$ cat config.mk
export PLATFORM = sky130hd
export DESIGN_NAME = cpu_run_ctrl
export DESIGN_NICKNAME = d
export VERILOG_FILES = /design/src/rtl/cpu_run_ctrl.sv
export SDC_FILE = /design/constraint.sdc
export NUM_CORES = 1
export LEC_CHECK = 0
export CORE_MARGIN = 4
export CORE_UTILIZATION = 51
export CTS_CLUSTER_SIZE = 12
export DETAILED_ROUTE_END_ITERATION = 6
export PLACE_DENSITY = 0.77
export REMOVE_ABC_BUFFERS = 1
export SLEW_MARGIN = 20
export SYNTH_ARGS = -nofsm -noshare
export SYNTH_HDL_FRONTEND = slang
export SYNTH_SLANG_ARGS = --single-unit
$ cat constraint.sdc
create_clock -name clk -period 2.9 [get_ports clk]
set_input_delay 0.725 -clock clk [delete_from_list [all_inputs] [get_ports clk]]
set_output_delay 0.725 -clock clk [all_outputs]
set_load 0.03 [all_outputs]
$ cat src/rtl/cpu_run_ctrl.sv
// Byte-stream program loader and run/halt/step sequencer for the RV32 core.
// All outputs registered; loader is valid/ready, one byte per cycle, imem write one cycle after the last byte of a word.
module cpu_run_ctrl #(
  parameter int                IMEM_DEPTH = 4096,
  parameter int                ADDR_W     = 12,
  parameter logic [ADDR_W-1:0] PC_LIMIT   = 12'd4095,
  parameter int                RST_HOLD   = 2
) (
  input  logic              clk,
  input  logic              rst_n,
  input  logic              ld_valid,
  input  logic [7:0]        ld_byte,
  input  logic              ld_last,
  output logic              ld_ready,
  input  logic              run_req,
  input  logic              halt_req,
  input  logic              step_req,
  input  logic              abort_req,
  input  logic [ADDR_W-1:0] cpu_pc,
  output logic              imem_we,
  output logic [ADDR_W-1:0] imem_waddr,
  output logic [31:0]       imem_wdata,
  output logic              cpu_rst_n,
  output logic              cpu_en,
  output logic              halted,
  output logic [2:0]        state,
  output logic [ADDR_W:0]   words_loaded,
  output logic              err_ovf
);

  typedef enum logic [2:0] {
    S_IDLE = 3'd0,
    S_LOAD = 3'd1,
    S_RSTC = 3'd2,
    S_RUN  = 3'd3,
    S_HALT = 3'd4,
    S_STEP = 3'd5
  } state_t;

  localparam int HW = (RST_HOLD > 1) ? $clog2(RST_HOLD) : 1;

  state_t            r_state;
  state_t            w_state_nxt;
  logic [HW-1:0]     r_hold;
  logic [1:0]        r_lane;
  logic [31:0]       r_buf;
  logic [ADDR_W:0]   r_words;
  logic              r_err;
  logic              r_ld_ready;
  logic              r_we;
  logic [ADDR_W-1:0] r_waddr;
  logic [31:0]       r_wdata;
  logic              r_cpu_rst_n;
  logic              r_cpu_en;
  logic              r_halted;

  logic              w_idle;
  logic              w_acc;
  logic              w_full;
  logic              w_wr;
  logic [1:0]        w_lane;
  logic [ADDR_W:0]   w_words;
  logic [31:0]       w_word;
  logic              w_ld_ready_nxt;
  logic              w_cpu_rst_n_nxt;
  logic              w_cpu_en_nxt;
  logic              w_halted_nxt;

  // A byte taken in IDLE starts a fresh program: lane, word count and buffer act as zero.
  assign w_idle  = (r_state == S_IDLE);
  assign w_acc   = ld_valid & r_ld_ready & ~abort_req;
  assign w_lane  = w_idle ? 2'd0 : r_lane;
  assign w_words = w_idle ? '0 : r_words;
  assign w_full  = (w_words == (ADDR_W+1)'(IMEM_DEPTH));
  assign w_word  = (w_idle ? 32'd0 : r_buf) | ({24'd0, ld_byte} << {w_lane, 3'b000});
  assign w_wr    = w_acc & ~w_full & (ld_last | (w_lane == 2'd3));

  always_ff @(posedge clk) begin
    if (!rst_n) begin
      r_state     <= S_IDLE;
      r_hold      <= '0;
      r_ld_ready  <= 1'b0;
      r_cpu_rst_n <= 1'b0;
      r_cpu_en    <= 1'b0;
      r_halted    <= 1'b0;
    end else begin
      r_state     <= w_state_nxt;
      r_hold      <= (r_state == S_RSTC && w_state_nxt == S_RSTC) ? r_hold + 1'b1 : '0;
      r_ld_ready  <= w_ld_ready_nxt;
      r_cpu_rst_n <= w_cpu_rst_n_nxt;
      r_cpu_en    <= w_cpu_en_nxt;
      r_halted    <= w_halted_nxt;
    end
  end

  always_comb begin
    w_state_nxt = r_state;
    if (abort_req) begin
      w_state_nxt = S_IDLE;
    end else begin
      case (r_state)
        S_IDLE: begin
          if (w_acc)        w_state_nxt = ld_last ? S_IDLE : S_LOAD;
          else if (run_req) w_state_nxt = S_RSTC;
        end
        S_LOAD: if (w_acc && ld_last) w_state_nxt = S_IDLE;
        S_RSTC: if (r_hold == HW'(RST_HOLD - 1)) w_state_nxt = S_RUN;
        S_RUN:  if (halt_req || (cpu_pc > PC_LIMIT)) w_state_nxt = S_HALT;
        S_HALT: begin
          if (!halt_req) begin
            if (step_req)     w_state_nxt = S_STEP;
            else if (run_req) w_state_nxt = S_RUN;
          end
        end
        S_STEP:  w_state_nxt = S_HALT;
        default: w_state_nxt = S_IDLE;
      endcase
    end
  end

  // Outputs are decoded from the next state so they flop in with the state itself.
  always_comb begin
    w_ld_ready_nxt  = 1'b0;
    w_cpu_rst_n_nxt = 1'b0;
    w_cpu_en_nxt    = 1'b0;
    w_halted_nxt    = 1'b0;
    case (w_state_nxt)
      S_IDLE, S_LOAD: w_ld_ready_nxt = 1'b1;
      S_RSTC:         w_cpu_en_nxt = 1'b1;
      S_RUN, S_STEP: begin
        w_cpu_rst_n_nxt = 1'b1;
        w_cpu_en_nxt    = 1'b1;
      end
      S_HALT: begin
        w_cpu_rst_n_nxt = 1'b1;
        w_halted_nxt    = 1'b1;
      end
      default: ;
    endcase
  end

  always_ff @(posedge clk) begin
    if (!rst_n) begin
      r_lane  <= 2'd0;
      r_buf   <= 32'd0;
      r_words <= '0;
      r_err   <= 1'b0;
      r_we    <= 1'b0;
      r_waddr <= '0;
      r_wdata <= 32'd0;
    end else begin
      r_we <= w_wr;
      if (abort_req) begin
        r_lane <= 2'd0;
        r_buf  <= 32'd0;
      end else if (w_acc) begin
        r_words <= w_wr ? w_words + 1'b1 : w_words;
        if (w_full)      r_err <= 1'b1;
        else if (w_idle) r_err <= 1'b0;
        if (w_wr) begin
          r_waddr <= w_words[ADDR_W-1:0];
          r_wdata <= w_word;
        end
        if (w_wr || ld_last) begin
          r_lane <= 2'd0;
          r_buf  <= 32'd0;
        end else if (!w_full) begin
          r_lane <= w_lane + 2'd1;
          r_buf  <= w_word;
        end
      end
    end
  end

  assign ld_ready     = r_ld_ready;
  assign imem_we      = r_we;
  assign imem_waddr   = r_waddr;
  assign imem_wdata   = r_wdata;
  assign cpu_rst_n    = r_cpu_rst_n;
  assign cpu_en       = r_cpu_en;
  assign halted       = r_halted;
  assign state        = r_state;
  assign words_loaded = r_words;
  assign err_ovf      = r_err;

endmodule

==> results.md <==
* Status: complete, no violations
* Fin area at 5680 sq um
* Die H at 103 um
* # IOs at 94
* DRT met1 WL at 4.83 mm
* Crit-path max FO at 39
* Number of global-route vias before repair at 3,834
* Fmax at 382 MHz
* RD Place Congestion at 0.821
* Remaining antenna violation count after routing at 0
* Sequential share of the synthesized area at 43.9%
* CP startpoint kind: flip-flop
* Final core occ at 64.8%
* Worst-margin pin slew at 0.797 ns
* Core area at 8760 sq um
* ANT cells at 0
* Top cell type's share of synthesized area at 43.9%
* PD cells at 433 nW/um^2
* Initial antenna violation count at 0
* Maxcap violations at 0
* Setup CP Type: reg -> reg
* CTS max path bufs at 2
* Setup TNS at 0 ns
* Vias at 4,143
* P_int at 1820 uW
* Placed inst area at 5490 sq um
* Worst path slowest cell: or3_1
* Global-route wire length before repair at 18.7 mm
* Routed length per instance at 15.0 um
* Clock share of power at 34.7%
* Crit-path cells: or3_1 -> nand2_1 -> ha_1 -> nor4b_2 -> nand4_4 -> nand2_2 -> buf_6 -> nand3_1 -> o21ai_1
* Post-route DRC at 0
* Combinational cell fraction of total power at 8.4%
* Final Power at 2460 uW
* CP arrival at 2.92 ns
* Row count at 34
* CTS tree: built
* Worst rel slew slack at 46.8%
* Prevailing post-synth register cell: dfxtp_1
* Critical Path RT at 3.19 ns
* Post-detail-place hpwl at 7.57 mm
* DIE WIDTH at 103 um
* Worst-Skew Late Latency at 0.36 ns
* Via/cell ratio at 5.60
* Post-layout net count at 658
* Pin count of the biggest net entering global routing at 58
* Sequential share of power at 56.9%
* Synth warn at 0
* Post-synth EDFFs at 0
* GRT Util Overall at 22.1%
* Sw Share at 25.9%
* Clk slew on worst S/H paths at 0.10 ns
* Buffers on Ports at 81
* Num CTS Buffers at 9
* Post-Route WL at 11.1 mm
* Die ar. at 10,600 sq um
* Ys async rst share at 0%
* Synth Cell Area at 4610 sq um
* Critical Path Sink Type: flip-flop
* Crit path time final at 2.62 ns
* Cell variety after synth at 51
* Pleak at 0.00192 uW
* Cell taking the most area after synthesis: dfxtp_1
* Synth Register Bits at 101
* Avg Inst Size Synth at 8.25 sq um
* Worst path max stage delay at 0.55 ns
* Metal3 WL at 635 um
* Reg2Reg Setup Slack at 0.28 ns
* Final setup vio count at 0
* Final hold vios at 0
* Slew Limit Fails at 0
* Clock Skews at 0.0158 ns
* # H-tree levels at 3
* Area grow syn2layout at 23.1%
* RSZ-0062 raised after global routing: false
* Post-CTS setup buffers at 0
* Top Metal Used: met4
* Switch Pwr at 636 uW
* Clock sinks at 101
* Total gr overflow at 0
* Post-synthesis cell count at 559
* CTS root buf: clkbuf_8
* Min-delay worst type: reg -> reg
* Drt first pass iters at 5
* Initial Util at 52.6%
* Commonest cells in the netlist: dfxtp_1, nand2_1, nand3_1
* Tcrit/Tclk final at 90.4%
* Layout cell share with drive strength beyond 1 at 9.18%
* DRT iter0 DRCs at 255
* Met2 WL at 5.41 mm
* Top cells by area, synth: dfxtp_1, nand2_1, nand3_1
* Maximum VDD drop at 0.000306 V
* Most frequent cell after synthesis: dfxtp_1
==> area by class of cell <==
class,instances,area (sq um)
clock buffers,10,138
flip-flops and latches,101,2020
repair buffers,102,997
well taps,108,135
clock inverters,6,51.3
multi-input cells,408,2320
inverters,5,18.8
fillers,749,3090
==> through the flow <==
step / hold slack (ns) / cells / setup WS (ns)
final: 0.431 / 740 / 0.280
after global placement: 0.406 / 724 / 0.190
after detailed placement: 0.416 / 724 / 0.184
after floorplan: 0.399 / 514 / -0.727
after global routing: 0.447 / 740 / 0.0809
after CTS: 0.430 / 740 / 0.175
==> logic make-up (layout without fill, tap and decap cells) <==
group | Yosys count | count (layout) | share of synthesized area, %
XOR/XNOR | 7 | 7 | 1.33
AO/OA/AOI/OAI | 135 | 135 | 19.6
adder cells (fa/ha/maj) | 3 | 3 | 0.814
AND/OR/NAND/NOR | 261 | 261 | 27.7
multiplexers | 2 | 2 | 0.434
flip-flops | 101 | 101 | 43.9
buffers and inverters | 50 | 123 | 6.24
==> flip-flops by register name, indices dropped and copies added, names as in the netlist <==
name          count
halted            1
imem_waddr       12
imem_we           1
imem_wdata       32
state             3
r_lane            2
r_buf            32
ld_ready          1
words_loaded     13
r_hold            1
cpu_rst_n         1
err_ovf           1
cpu_en            1
==> power by group through the flow <==
| stage | logic, uW | clock network (uW) | registers [uW] |
|---|---|---|---|
| floorplan | 85.0 | 0 | 1450 |
| global placement | 202 | 0 | 1430 |
| detailed placement | 206 | 0 | 1430 |
| CTS | 206 | 875 | 1400 |
| global route | 224 | 941 | 1400 |
| finish | 206 | 854 | 1400 |
==> path summary, 6_finish.rpt <==
kind,startpoint,end,cells past startpoint
setup / recovery,state[1]$_SDFF_PN0_,r_buf[27]$_SDFFE_PP0P_,9
hold / removal,r_hold$_SDFF_PN0_,r_hold$_SDFF_PN0_,1
setup reg to reg,state[1]$_SDFF_PN0_,r_buf[27]$_SDFFE_PP0P_,9
hold reg to reg,r_hold$_SDFF_PN0_,r_hold$_SDFF_PN0_,1
==> worst max-delay path, delay by kind of cell, from the launching register on <==
kind                     cells  cell delay, ns
AO/OA/AOI/OAI                1            0.14
adder cells (fa/ha/maj)      1            0.17
buffers and inverters        1            0.31
flip-flops                   1            0.31
AND/OR/NAND/NOR              6            1.62
==> repair_timing <==
action                                  4_1_cts  5_1_grt
endpoints found under the setup margin        0       13
gates resized for setup                       0        1
hold buffers                                  0        0
==> placed cells by master (no fill, tap or decap), types with 2 or more instances in the layout <==
cell type / n
nand2_1: 99
o211ai_1: 3
a22o_1: 8
inv_6: 4
nand2b_1: 3
a21oi_1: 29
o21a_1: 2
nand3_1: 57
o21ai_0: 5
nor3_1: 2
buf_4: 18
a22oi_1: 11
a21boi_2: 6
xor2_1: 5
nand3_2: 6
and2_1: 11
nor4b_2: 2
a21boi_0: 3
nor4_1: 3
dfxtp_1: 101
clkbuf_8: 10
inv_1: 5
nand4b_1: 2
nand4_1: 6
buf_12: 2
o211a_1: 2
ha_1: 3
mux2i_1: 2
o21ai_1: 25
a21boi_1: 34
clkdlybuf4s50_1: 81
nor2b_1: 10
xnor2_1: 2
nor4b_1: 2
and3_1: 6
nor2_1: 43
==> per-layer routing <==
layer  up-vias  GRT usage, %
li1       2059             -
met1      1922          29.5
met2       145          36.5
met3        17          3.92
met4         0          6.57
met5         -             0
Note: power is estimated with default switching activity, not from simulation.
